### config.mk
export PLATFORM = sky130hd
export DESIGN_NAME = mygo_chan_fifo
export DESIGN_NICKNAME = d
export VERILOG_FILES = /design/src/rtl/mygo_chan_pkg.sv /design/src/rtl/mygo_chan_ptr.sv /design/src/rtl/mygo_chan_fifo.sv
export SDC_FILE = /design/constraint.sdc
export NUM_CORES = 1
export LEC_CHECK = 0
export CORE_ASPECT_RATIO = 0.5
export CORE_MARGIN = 4
export CORE_UTILIZATION = 55
export DETAILED_ROUTE_END_ITERATION = 10
export GPL_TIMING_DRIVEN = 0
export PLACE_DENSITY = 0.86
export SKIP_CTS_REPAIR_TIMING = 1
export SYNTH_ARGS = -nofsm -noshare
export SYNTH_HDL_FRONTEND = slang
export SYNTH_HIERARCHICAL = 1
export SYNTH_SLANG_ARGS = --single-unit
### constraint.sdc
create_clock -name clk -period 5.63 [get_ports clk]
set_clock_uncertainty 0.05 [all_clocks]
set_input_delay 0.8445 -clock clk [delete_from_list [all_inputs] [get_ports clk]]
set_output_delay 0.8445 -clock clk [all_outputs]
set_load 0.05 [all_outputs]
### src/rtl/mygo_chan_pkg.sv
// rtl/mygo_chan_pkg.sv - shared helpers and types for the parametrised channel FIFO
package mygo_chan_pkg;

    typedef enum logic {
        OPEN   = 1'b0,
        CLOSED = 1'b1
    } chan_state_e;

    function automatic int clog2(input int value);
        int r;
        r = 0;
        for (int i = 0; i < 31; i++) begin
            if ((1 << i) < value) begin
                r = i + 1;
            end
        end
        return r;
    endfunction

    // Occupancy must represent 0..DEPTH inclusive.
    function automatic int count_width(input int depth);
        return (clog2(depth + 1) < 1) ? 1 : clog2(depth + 1);
    endfunction

    function automatic int ptr_width(input int depth);
        return (depth > 1) ? clog2(depth) : 1;
    endfunction

endpackage

### src/rtl/mygo_chan_ptr.sv
// rtl/mygo_chan_ptr.sv - wrap-around buffer pointer with increment enable
module mygo_chan_ptr
    import mygo_chan_pkg::*;
#(
    parameter  int DEPTH = 8,
    localparam int PW    = ptr_width(DEPTH)
) (
    input  logic          clk,
    input  logic          rst,
    input  logic          inc,
    output logic [PW-1:0] ptr
);

    localparam logic [PW-1:0] LAST = PW'(DEPTH - 1);

    // Explicit compare so non-power-of-two depths wrap correctly.
    always_ff @(posedge clk or negedge rst) begin
        if (!rst) begin
            ptr <= '0;
        end else if (inc) begin
            ptr <= (ptr == LAST) ? '0 : ptr + PW'(1);
        end
    end

endmodule

### src/rtl/mygo_chan_fifo.sv
// rtl/mygo_chan_fifo.sv - parametrised channel FIFO with close/drain semantics and optional bypass
module mygo_chan_fifo
    import mygo_chan_pkg::*;
#(
    parameter  int WIDTH    = 32,
    parameter  int DEPTH    = 8,
    parameter  bit BYPASS   = 1'b0,
    parameter  int AFULL_TH = DEPTH - 1,
    localparam int CW       = count_width(DEPTH)
) (
    input  logic             clk,
    input  logic             rst,
    input  logic [WIDTH-1:0] in_data,
    input  logic             in_valid,
    output logic             in_ready,
    output logic [WIDTH-1:0] out_data,
    output logic             out_valid,
    input  logic             out_ready,
    input  logic             close_req,
    output logic             closed,
    output logic             drained,
    output logic             err_send_closed,
    output logic [CW-1:0]    count,
    output logic             almost_full
);

    localparam int          PW      = ptr_width(DEPTH);
    localparam logic [CW-1:0] DEPTH_C = CW'(DEPTH);
    localparam logic [CW-1:0] AFULL_C = CW'(AFULL_TH);

    logic [WIDTH-1:0] mem [DEPTH];
    logic [PW-1:0]    wr_ptr;
    logic [PW-1:0]    rd_ptr;
    chan_state_e      state;
    chan_state_e      state_next;
    logic             full;
    logic             empty;
    logic             push;
    logic             pop;
    logic             wr_en;
    logic             rd_en;

    assign full   = (count == DEPTH_C);
    assign empty  = (count == '0);
    assign closed = (state == CLOSED);

    // Gated by rst so the producer sees backpressure while reset is held.
    assign in_ready  = rst && !full && !closed;
    assign push      = in_valid && in_ready;
    assign out_valid = !empty || (BYPASS && push);
    assign out_data  = (BYPASS && empty) ? in_data : mem[rd_ptr];
    assign pop       = out_valid && out_ready;

    // A bypassed element taken in the same cycle never touches storage.
    assign wr_en = push && !(pop && empty);
    assign rd_en = pop && !empty;

    assign drained     = closed && empty;
    assign almost_full = (count >= AFULL_C);

    mygo_chan_ptr #(.DEPTH(DEPTH)) u_wr_ptr (
        .clk (clk),
        .rst (rst),
        .inc (wr_en),
        .ptr (wr_ptr)
    );

    mygo_chan_ptr #(.DEPTH(DEPTH)) u_rd_ptr (
        .clk (clk),
        .rst (rst),
        .inc (rd_en),
        .ptr (rd_ptr)
    );

    always_ff @(posedge clk) begin
        if (wr_en) begin
            mem[wr_ptr] <= in_data;
        end
    end

    always_ff @(posedge clk or negedge rst) begin
        if (!rst) begin
            count <= '0;
        end else begin
            case ({wr_en, rd_en})
                2'b10:   count <= count + CW'(1);
                2'b01:   count <= count - CW'(1);
                default: count <= count;
            endcase
        end
    end

    always_ff @(posedge clk or negedge rst) begin
        if (!rst) begin
            state <= OPEN;
        end else begin
            state <= state_next;
        end
    end

    always_comb begin
        state_next = state;
        if (close_req) begin
            state_next = CLOSED;
        end
    end

    always_ff @(posedge clk or negedge rst) begin
        if (!rst) begin
            err_send_closed <= 1'b0;
        end else if (in_valid && closed) begin
            err_send_closed <= 1'b1;
        end
    end

endmodule
== Word-level counts from Yosys, hierarchy flattened ==
Memory sizes are Yosys's and may differ from the RTL's.
Index checks and enable logic that the tools add are counted.

* Register bits: 12
* Memory bits (writable): 256
* Input port bits: 37
* Memories: 1

{| class="wikitable"
|+ Memory list
! memory !! depth !! bits a word !! rd ports !! clocked after Yosys merged registers in !! wr ports !! line !! text
|-
| mem || 8 || 32 || 1 || 0 || 1 || mygo_chan_fifo.sv:31 || <nowiki>logic [WIDTH-1:0] mem [DEPTH];</nowiki>
|}

* Add/sub/neg operators: 4
* $lt $le $gt $ge: 1
* Equality and inequality tests: 5
* Multiplexer cells: 5
* Reduce and logical (&&, ||, !) cells: 15

{| class="wikitable"
|+ Operators with widths
! operator !! number
|-
| 1-bit logical AND || 9
|-
| 4-bit one-hot mux with 2 select lines || 1
|-
| 3-bit by 1-bit adder with 3-bit output (second input constant) || 2
|-
| 3-bit == test (second input constant) || 2
|-
| 3-bit 2-to-1 mux || 2
|-
| 4-bit by 1-bit adder with 4-bit output (second input constant) || 1
|-
| 4-bit == test (second input constant) || 1
|-
| 4-bit by 3-bit >= comparator with 1-bit output (second input constant) || 1
|-
| 1-bit zero test || 4
|-
| 4-bit zero test || 1
|-
| 4-bit by 1-bit subtractor with 4-bit output (second input constant) || 1
|-
| 2-bit by 1-bit == test with 1-bit output (second input constant) || 1
|-
| 2-bit == test (second input constant) || 1
|-
| 1-bit 2-to-1 mux || 2
|-
| 2-bit nonzero test || 1
|}

== Longest topological paths before layout ==
* Depth in word-level cells: 8
* Mapped depth: 10

== Modules after synthesis ==
Netlist, hierarchy kept.

{| class="wikitable"
|+ By module, submodules not included
! module !! times used !! cells an instance !! area an instance (µm²)
|-
| mygo_chan_fifo || 1 || 420 || 10171.0
|-
| mygo_chan_ptr || 2 || 11 || 142.6
|}

== Least setup slack after synthesis ==
Ideal clock, no wire load.

* Path kind: input to register
* Start point: in rst
* End point: mem mem[3][0] (enable)
* Library setup time: 0.461 ns
* Arrival: 4.307 ns
* Slack: 0.812 ns
* Stages on the path: 4
* Path buffers: 0
* Path through: nand2b_1 > a21oi_1 > nand2_1 > nor3_1

* Cells in the longest elaborated chain, start to end: 6

{| class="wikitable"
|+ Ends and longest elaborated chain
! item !! line !! text
|-
| from (decl) || mygo_chan_fifo.sv:12 || <nowiki>input logic rst,</nowiki>
|-
| 1-bit logical AND (2 in series) || mygo_chan_fifo.sv:48 || <nowiki>assign in_ready = rst && !full && !closed;</nowiki>
|-
| named net in_ready || mygo_chan_fifo.sv:15 || <nowiki>output logic in_ready,</nowiki>
|-
| 1-bit logical AND || mygo_chan_fifo.sv:49 || <nowiki>assign push = in_valid && in_ready;</nowiki>
|-
| 1-bit logical AND || mygo_chan_fifo.sv:55 || <nowiki>assign wr_en = push && !(pop && empty);</nowiki>
|-
| 1-bit 2-to-1 mux || mygo_chan_fifo.sv:76 || <nowiki>if (wr_en) begin</nowiki>
|-
| 1-bit 2-to-1 mux (implied by the code) || mygo_chan_fifo.sv:77 || <nowiki>mem[wr_ptr] <= in_data;</nowiki>
|-
| to (decl) || mygo_chan_fifo.sv:31 ||
|}

The timed path passes the listed nets, and every way through them passes these cells.

== Final worst setup path ==
* Start point: reg u_rd_ptr.ptr[1]
* End point: out out_data[8]

* Cells in the longest elaborated chain, start to end: 1

{| class="wikitable"
|+ Ends and longest elaborated chain
! item !! line !! text
|-
| from (decl) || mygo_chan_ptr.sv:11 || <nowiki>output logic [PW-1:0] ptr</nowiki>
|-
| from (signal assigned) || mygo_chan_ptr.sv:21 || <nowiki>ptr <= (ptr == LAST) ? '0 : ptr + PW'(1);</nowiki>
|-
| memory 8 x 32 bit || -- ||
|-
| to (decl) || mygo_chan_fifo.sv:16 || <nowiki>output logic [WIDTH-1:0] out_data,</nowiki>
|}

No other way between the ends.

==> results.md <==
* Final setup TNS at 0 ps
* Ant diodes at 0
* Largest net degree at the start of global routing at 28
* Fill count at 1028
* Mapped Cells at about 440
* Routed via count at 5014
* Sw Pwr at ~0.0021 W
* Maximum fanout along the worst path at 10
* Synthesized cell area at 0.0105 mm^2
* Initial Utilization at approximately 56%
* Die Area at 0.0214 mm^2
* Met3 Use GR at just over 5%
* CTS buffer count at 23
* Gate power share at 38.6%
* DRC Markers at 0
* H-tree levels at 1
* Die W at 203 um
* Sequential Power Share at ~37%
* Setup violations, final at 0
* Rel. slew slack at 43.7%
* Final WL at 21500 um
* Primary FF master, synth: edfxtp_1
* Worst-skew pair later-pin latency at 510 ps
* First-pass GRT wire length at 33500 um
* Hold Path Depth at 1
* Storage element area at 0.00799 mm^2
* Crit share post-route at 70.7%
* Layout cells sized above 1 at 25.5%
* I/O pins at 79
* Average size of a mapped cell at 23.7 um^2
* Final min period at 3980 ps
* Worst vdd ir at 293 uV
* Final nets at 603
* Fraction of registers with async set/reset at ~4.5%
* Fin. Hold Viols at 0
* Gr usage total at roughly 21%
* CTS tree: yes
* Area Growth Syn to Fin at 19.9%
* DR pass1 iterations at 4
* Routed Antenna Nets at 0
* Core region area at 0.0185 mm^2
* Clock network power share at 24.8%
* Post-Place Cells at ~800
* R2R setup slack at 2660 ps
* Synth area leaders: edfxtp_1 (74%), mux4_2 (9.0%), mux4_1 (5.5%)
* DP HPWL at 12800 um
* Met2 Usage GRT at 34.4%
* Clk buf depth at 3
* Grt met1 use at 28.5%
* Final GP Congestion at 0.685
* Number of global-route vias before repair at 5381
* Int Pwr at 0.00408 W
* Critical path arrival at 3090 ps
* Root Buffer: clkbuf_16
* Leakage power at 4.08 nW
* Synth top cells by count: edfxtp_1 (256), mux4_2 (42), mux2_2 (29), mux4_1 (22), dfrtp_1 (12)
* Most frequent cell after synthesis: edfxtp_1
* Overflow after GRT at 0
* YS warnings at 6
* MaxCap Viol Count at 0
* Crit path required time at 4740 ps
* Status: finished, final reports clean
* Top achievable clock speed at approximately 250 MHz
* Final Power at 0.00617 W
* Crit path capture type: primary output
* Seq cells post-synth at between 200 and 300
* Netlist cell types at 31
* R2r worst-path depth at 7
* I/O Buffers at between 70 and 80
* DR iter-0 viols at 501
* Worst Setup Start Kind: flop
* PwrDens at ~500 mW/mm^2
* Post-route insts no fill at 835
* DR WL/cell at 25.7 um
* CTS clk-pin slew, worst paths at 60 ps
* Die Span Y at 105 um
* EDFF count, synth at 256
* Multi-input gate area at 0.00237 mm^2
* Area leader, netlist: edfxtp_1
* Clock Sink Count at ~270
* Slew of the pin with the lowest slew margin at 844 ps
* Sw frac at 33.9%
* Register area share after synthesis at approximately three quarters
* Syn Nets at around 490
* Slew Limit Fails at 0
* Post-synth top area share at 73.5%
* Core Rows at 35
* Most Crowded Layer GR: met2
* Crit path kind: flop to primary output
* Unrepaired setup endpoints after global routing: no
* HP Class: flop to flop
* Initial antenna violation count at 1
* Vias/cell at 6.00
* Hold slack at 419 ps
==> flip-flops by register name, indices dropped and copies added, names as in the netlist <==
register and count:
err_send_closed 1, count 4, u_wr_ptr/ptr 3, mem 256, closed 1, u_rd_ptr/ptr 3
==> path summary, 6_finish.rpt <==
check | endpoint | startpoint
worst min register to register | err_send_closed | err_send_closed
worst max register to register | count[3] | count[0]
worst max-delay path | out_data[8] | u_rd_ptr/ptr[1]
min in group asynchronous | err_send_closed | rst
max in group asynchronous | count[3] | rst
worst min-delay path | err_send_closed | err_send_closed
==> layout make-up <==
type	count	area share, %
clock inverter	11	0.868
buffer	18	1.09
tap	259	2.58
clock buffer	31	4.83
multi-input combinational	152	18.9
timing repair buffer	92	7.90
sequential	268	63.7
inverter	4	0.120
==> power groups by stage <==
stage          Combinational [W]  Clock, W  Sequential (W)
2_1_floorplan            0.00167         0         0.00234
3_3_place_gp             0.00233         0         0.00229
3_5_place_dp             0.00238         0         0.00230
4_1_cts                  0.00240   0.00155         0.00226
5_1_grt                  0.00249   0.00165         0.00226
6_report                 0.00238   0.00153         0.00226
==> stage by stage <==
stage                     util, %  cell area [um^2]  setup slack (ps)
after CTS                    67.7             12500              1610
after detailed placement     63.8             11800              1710
final                        67.7             12500              1650
after global placement       62.4             11600             -1480
after floorplan                 -             10500               812
after global routing         67.7             12500              1510
==> placed cells by master (no fill, tap or decap), types with 3 or more instances in the layout <==
master             n
buf_1              5
buf_12             7
buf_2              5
buf_6             14
clkbuf_1           8
clkbuf_16         23
clkdlybuf4s50_1   78
clkinv_1           3
clkinv_2           4
dfrtp_1           12
edfxtp_1         256
ha_1               7
inv_1              4
mux2_2            29
mux2_4             8
mux4_1            22
mux4_2            42
nand2_1            3
nand2b_1           4
nand3b_1           4
nor2_1             3
nor2_4             6
xor2_1             3
==> worst max-delay path, cell delays in order, from the launching register on <==
cell and delay [ps]:
dfrtp_1 380, clkbuf_2 270, buf_1 490, mux4_1 420
mux2_4 290, clkdlybuf4s50_1 720
==> metal layers <==
metal,routed length (um),part of all wire [%],up-vias
met2,10900,50,238
met1,8500,40,2623
met4,394,1.8,2
met3,1740,8.1,37
li1,-,-,2114
met5,13,0.060,-
==> cells by family after synthesis <==
kind of cell	count (synthesis)	share of synthesized area [%]
xor gates and xnor gates	5	0.419
DFF	268	76.4
muxes	101	18.8
and+or+nand+nor	33	1.71
adders and majority gates	7	0.838
buffers and inverters	22	1.45
AOI/OAI and AO/OA	6	0.347
No activity file was read; power rests on OpenSTA's default activity.
